## config.mk

```make
export PLATFORM = sky130hd
export DESIGN_NAME = branch_prediction_unit
export DESIGN_NICKNAME = d
export VERILOG_FILES = /design/src/rtl/branch_prediction_unit.sv
export SDC_FILE = /design/constraint.sdc
export NUM_CORES = 1
export LEC_CHECK = 0
export CORE_ASPECT_RATIO = 0.75
export CORE_MARGIN = 3
export CORE_UTILIZATION = 40
export DETAILED_ROUTE_END_ITERATION = 10
export SLEW_MARGIN = 10
export SYNTH_ARGS = -nofsm -noshare
export SYNTH_HDL_FRONTEND = slang
export SYNTH_SLANG_ARGS = --single-unit
```

## constraint.sdc

```tcl
create_clock -name clk -period 4.1 [get_ports clk]
set_input_delay 0.615 -clock clk [delete_from_list [all_inputs] [get_ports clk]]
set_output_delay 0.615 -clock clk [all_outputs]
set_load 0.02 [all_outputs]
```

## src/rtl/branch_prediction_unit.sv

```systemverilog
// Fetch-stage next-PC predictor: 2-bit counter BHT for conditional branches,
// circular return-address stack for calls/returns, same-cycle prediction.
module branch_prediction_unit #(
  parameter int BHT_ADDR_WIDTH = 6,
  parameter int RAS_DEPTH      = 4
) (
  input  logic                           clk,
  input  logic                           rst,
  input  logic [31:0]                    if_pc,
  input  logic                           if_valid,
  input  logic                           if_stall,
  input  logic                           jal,
  input  logic                           jalr,
  input  logic                           B_type,
  input  logic [4:0]                     Rd,
  input  logic [4:0]                     Rs1,
  input  logic [31:0]                    imme,
  input  logic                           ex_update_valid,
  input  logic [31:0]                    ex_pc,
  input  logic                           ex_taken,
  output logic                           pred_taken,
  output logic [31:0]                    pred_target,
  output logic [$clog2(RAS_DEPTH):0]     ras_count
);

  localparam int BHT_ENTRIES = 1 << BHT_ADDR_WIDTH;
  localparam int PTR_W       = $clog2(RAS_DEPTH);
  localparam int CNT_W       = PTR_W + 1;

  logic [BHT_ADDR_WIDTH-1:0]      if_idx;
  logic [BHT_ADDR_WIDTH-1:0]      ex_idx;
  logic [BHT_ENTRIES-1:0][1:0]    bht_ctr;
  logic [RAS_DEPTH-1:0][31:0]     ras_entry;
  logic [PTR_W-1:0]               ras_ptr_reg;
  logic [PTR_W-1:0]               ras_ptr_next;
  logic [CNT_W-1:0]               ras_count_reg;
  logic [CNT_W-1:0]               ras_count_next;
  logic [31:0]                    pc_plus4;
  logic [31:0]                    pc_plus_imm;
  logic [31:0]                    ras_top;
  logic                           link_rd;
  logic                           link_rs1;
  logic                           is_return;
  logic                           is_call;
  logic                           is_coroutine;
  logic                           ras_empty;
  logic                           do_push;
  logic                           do_pop;
  logic                           do_replace;
  logic                           ras_en;
  logic                           ras_wr_en;
  logic [PTR_W-1:0]               ras_wr_ptr;
  logic                           unused_bits;

  assign if_idx      = if_pc[BHT_ADDR_WIDTH+1:2];
  assign ex_idx      = ex_pc[BHT_ADDR_WIDTH+1:2];
  assign unused_bits = ^{ex_pc[31:BHT_ADDR_WIDTH+2], ex_pc[1:0]};

  assign pc_plus4    = if_pc + 32'd4;
  assign pc_plus_imm = if_pc + imme;
  assign ras_top     = ras_entry[ras_ptr_reg];
  assign ras_empty   = (ras_count_reg == '0);
  assign ras_count   = ras_count_reg;

  // RISC-V jalr hint classification on link registers x1/x5
  assign link_rd      = (Rd == 5'd1) || (Rd == 5'd5);
  assign link_rs1     = (Rs1 == 5'd1) || (Rs1 == 5'd5);
  assign is_return    = link_rs1 && !link_rd;
  assign is_call      = link_rd && (!link_rs1 || (Rd == Rs1));
  assign is_coroutine = link_rd && link_rs1 && (Rd != Rs1);

  always_comb begin
    pred_taken  = 1'b0;
    pred_target = pc_plus4;
    do_push     = 1'b0;
    do_pop      = 1'b0;
    do_replace  = 1'b0;
    if (if_valid) begin
      if (jal) begin
        pred_taken  = 1'b1;
        pred_target = pc_plus_imm;
        do_push     = link_rd;
      end else if (B_type) begin
        if (bht_ctr[if_idx][1]) begin
          pred_taken  = 1'b1;
          pred_target = pc_plus_imm;
        end
      end else if (jalr) begin
        if (is_return) begin
          if (!ras_empty) begin
            pred_taken  = 1'b1;
            pred_target = {ras_top[31:1], 1'b0};
            do_pop      = 1'b1;
          end
        end else if (is_call) begin
          do_push = 1'b1;
        end else if (is_coroutine) begin
          if (!ras_empty) begin
            pred_taken  = 1'b1;
            pred_target = {ras_top[31:1], 1'b0};
            do_replace  = 1'b1;
          end else begin
            do_push = 1'b1;
          end
        end
      end
    end
  end

  // A held fetch repeats its prediction but must not touch the stack again
  assign ras_en     = if_valid && !if_stall;
  assign ras_wr_en  = ras_en && (do_push || do_replace);
  assign ras_wr_ptr = do_push ? ras_ptr_reg + PTR_W'(1) : ras_ptr_reg;

  always_comb begin
    ras_ptr_next   = ras_ptr_reg;
    ras_count_next = ras_count_reg;
    if (ras_en && do_push) begin
      ras_ptr_next = ras_ptr_reg + PTR_W'(1);
      if (ras_count_reg != CNT_W'(RAS_DEPTH))
        ras_count_next = ras_count_reg + CNT_W'(1);
    end else if (ras_en && do_pop) begin
      ras_ptr_next   = ras_ptr_reg - PTR_W'(1);
      ras_count_next = ras_count_reg - CNT_W'(1);
    end
  end

  always_ff @(posedge clk) begin
    if (rst) begin
      ras_ptr_reg   <= '0;
      ras_count_reg <= '0;
    end else begin
      ras_ptr_reg   <= ras_ptr_next;
      ras_count_reg <= ras_count_next;
    end
  end

  // Full-stack pushes land on the oldest slot because the pointer wraps
  for (genvar gi = 0; gi < RAS_DEPTH; gi++) begin : g_ras
    logic [31:0] entry_reg;
    always_ff @(posedge clk) begin
      if (rst)
        entry_reg <= '0;
      else if (ras_wr_en && (ras_wr_ptr == PTR_W'(gi)))
        entry_reg <= pc_plus4;
    end
    assign ras_entry[gi] = entry_reg;
  end

  // Counters are read combinationally; a same-cycle update shows next cycle
  for (genvar gi = 0; gi < BHT_ENTRIES; gi++) begin : g_bht
    logic [1:0] ctr_reg;
    always_ff @(posedge clk) begin
      if (rst) begin
        ctr_reg <= 2'b01;
      end else if (ex_update_valid && (ex_idx == BHT_ADDR_WIDTH'(gi))) begin
        if (ex_taken && (ctr_reg != 2'b11))
          ctr_reg <= ctr_reg + 2'd1;
        else if (!ex_taken && (ctr_reg != 2'b00))
          ctr_reg <= ctr_reg - 2'd1;
      end
    end
    assign bht_ctr[gi] = ctr_reg;
  end

endmodule

```

==> PnR_summary.wiki <==
{| class="wikitable"
! Metric !! Value
|-
| Proportion of layout cells with a drive suffix above 1 || 18.10%
|-
| Number of buffer cells added on primary ports || about 120
|-
| Max-cap violation count || 0
|-
| Register area share after synthesis || 33.52%
|-
| Sequential cell area || roughly 5100 sq um
|-
| ANT nets after route || 0
|-
| Worst Path Max Fanout || 12
|-
| Initial Util || 40.96%
|-
| Highest cell delay on the worst timing path || ~480 ps
|-
| Number of buffers created by CTS || 29
|-
| Largest buffer count on any clock path || 3
|-
| Post-Syn Area || about 15000 sq um
|-
| Number of design-rule violations left by the first detailed-router iteration || between 1000 and 1500
|-
| Layout filler cell count || about 3500
|-
| Main synth FF type || dfxtp_1
|-
| Worst-skew pair later-pin latency || 570 ps
|-
| Detail-routed via count per cell || 5.731
|-
| Area added between synthesis and finish || 26.72%
|-
| Worst-case hold slack || 490.5 ps
|-
| Detailed-router iteration count before antenna repair || 5
|-
| Multi-input logic area || around 10000 sq um
|-
| Placed cell areas || 18220 sq um
|-
| Warnings from Yosys || 0
|-
| Post-Syn Area per Cell || 8.370 sq um
|-
| DR WL/cell || 18.31 um
|-
| Class of the most critical setup path || in2out
|-
| Wire length after detailed routing || 47250 um
|-
| Worst supply voltage drop on vdd || 0.3302 mV
|-
| Power density over the cells || 329.2 nW/um^2
|-
| Time the final worst path needs with I/O delays and setup || roughly 4000 ps
|-
| Data required time of the critical path || 3480 ps
|-
| Horizontal die dimension || 232.2 um
|-
| Power consumption || 0.006405 W
|-
| Final HPWL from detailed placement || 33860 um
|-
| Leading post-synthesis cells by cell area || dfxtp_1, nor2_1, mux4_2
|-
| Post-route DRC violation count || 0
|-
| Gp weighted congestion || 0.9343
|-
| Top-area cell type share of the netlist area || 33.52%
|-
| Cell row count || 61
|-
| Gate count after technology mapping || 1834
|-
| Slew at the pin closest to its max-slew limit || 965.3 ps
|-
| Result of the run || completed
|-
| Crit-path cells || buf_2 > buf_12 > buf_4 > mux4_2 > mux2i_4 > mux4_2 > o2bb2ai_4 > a21oi_2 > buf_4 > a21boi_2 > buf_6 > o31a_1 > o221ai_1 > buf_4 > clkdlybuf4s15_2
|-
| Critical path's most frequent cell || buf_4
|-
| Overall via count from detail_route || 14791
|-
| Total number of clock tree sinks || 257
|-
| Hold buffers post-CTS || 0
|-
| Number of setup violations in the final report || 0
|-
| Setup repair after global routing missed its margin || true
|-
| Ports || 151
|-
| Antenna diode instance count || 0
|-
| Final hold vios || 0
|-
| Die ar. || 40790 sq um
|-
| Worst Clk Skew || 9.161 ps
|-
| Sum of negative setup slack || 0 ps
|-
| H-Tree Depth || 1
|-
| Yosys reg bits || 257
|-
| CTS tree || yes
|-
| Startpoint class of the critical path || input port
|-
| Pin count of the biggest net entering global routing || 150
|-
| First-pass GRT wire length || 75120 um
|-
| Slowest CP cell || mux4_2
|-
| Final Slew Violations || 0
|-
| Number of antenna violations at the first check in global routing || 0
|-
| Count of unique library cells instantiated by Yosys || 71
|-
| Layout Cell Area excl Fill || just under 20000 sq um
|-
| Class of the tightest hold or removal check || reg2reg
|-
| Share of the clock period used by the worst path || a little over nine tenths
|-
| Ys async rst share || 0%
|-
| Post-CTS clock slew at the launch and capture registers of the worst setup and hold paths || 70 ps
|-
| Yosys top cell by area || dfxtp_1
|-
| Final nets || 2207
|-
| Floorplan core area || 37470 sq um
|-
| Leakage || 7.211 nW
|-
| Post-synth EDFFs || 0
|-
| Worst max-slew margin expressed relative to the limit || between 30% and 40%
|-
| Arr. time, crit path || 3380 ps
|-
| Vertical die dimension || 175.7 um
|-
| Final global-route overflow total || 0
|-
| Maximum operating frequency || ~250 MHz
|-
| Critical path capture point type || primary output
|-
| Total global routing track utilization || 22.58%
|-
| Vias in the first global route || 13739
|-
| Number of flip-flops in the largest register || 128
|-
| Post-synthesis net count || 1983
|-
| Root Buffer || clkbuf_16
|}
cells by family after synthesis:
logic type	share of synthesized area, %
AND/OR/NAND/NOR	20.77
AO/OA/AOI/OAI	26.54
flip-flops	33.52
buffers and inverters	4.189
multiplexers	8.754
XOR/XNOR	3.366
adder cells (fa/ha/maj)	2.869
cell usage in the layout, fill, tap and decap left out, types with 26 or more instances in the layout:
cell | Yosys | routed
mux4_2 | 45 | 46
a211oi_1 | 119 | 116
buf_4 | 5 | 185
a21oi_1 | 151 | 148
nand3_1 | 26 | 26
nand2_1 | 126 | 126
a21o_1 | 70 | 70
o21ai_0 | 52 | 45
dfxtp_1 | 257 | 255
nor2_1 | 289 | 289
nand2b_1 | 67 | 66
o221ai_1 | 79 | 78
nand3b_1 | 60 | 60
clkbuf_16 | 0 | 29
xnor2_1 | 37 | 37
o31ai_1 | 56 | 54
clkdlybuf4s50_1 | 0 | 74
cell type report:
type                       count  area share [%]
tap                          504           3.242
timing repair buffer         320           14.38
sequential                   257           26.46
clock buffer                  40           4.149
clock inverter                10          0.3473
multi-input combinational   1425           50.94
inverter                      25          0.4824
cells in the mapped netlist (all sizes together), types with 37 or more instances:
cell / count
clkbuf: 96
a21o: 70
a21oi: 153
nand2: 126
o31ai: 56
dfxtp: 257
xnor2: 37
a211oi: 119
nor2: 289
nand2b: 67
o221ai: 79
mux4: 48
nand3b: 60
o21ai: 57
worst paths after layout:
| path | from | end | slack [ps] | cells past startpoint |
|---|---|---|---|---|
| worst max-delay path | if_pc[2] | pred_target[2] | 110 | 15 |
| worst min-delay path | g_bht[35].ctr_reg[0]$_SDFFE_PP1P_ | g_bht[35].ctr_reg[1]$_SDFFE_PP0P_ | 490 | 2 |
| worst max register to register | ras_count[1]$_SDFFE_PP0P_ | g_ras[2].entry_reg[20]$_SDFFE_PP0P_ | 1330 | 8 |
| worst min register to register | g_bht[35].ctr_reg[0]$_SDFFE_PP1P_ | g_bht[35].ctr_reg[1]$_SDFFE_PP0P_ | 490 | 2 |
critical path: cells and delay by family:
| kind | cells | cell delay (ps) |
|---|---|---|
| AO/OA/AOI/OAI | 5 | 670 |
| buffers and inverters | 7 | 1140 |
| multiplexers | 3 | 930 |
repair_timing:
item / in CTS / in global routing
pin swaps: 6 / 11
endpoints found under the setup margin: 33 / 24
cloned: 1 / 0
setup buffers: 1 / 6
gates resized for setup: 114 / 57
per-layer routing:
layer	vias to the layer above	global-route usage, %	routed length [um]
li1	7299	-	-
met1	7054	34.15	23130
met2	382	34.29	20570
met3	56	3.259	2801
met4	0	4.180	754
met5	-	0	0
power by group:
group	internal (W)	switching [W]
Combinational	0.000615	0.000663
Clock	0.00137	0.00107
Sequential	0.00258	0.0000998
metrics by stage:
stage | worst slack (ps) | cells | utilization, %
after floorplan | 581.2 | 1834 | -
after global placement | -708.3 | 2523 | 48.63
after detailed placement | -748.8 | 2523 | 48.63
after CTS | -40.39 | 2575 | 51.42
after global routing | -69.34 | 2581 | 51.91
final | 107.3 | 2581 | 51.91
No activity file was read; power rests on OpenSTA's default activity.
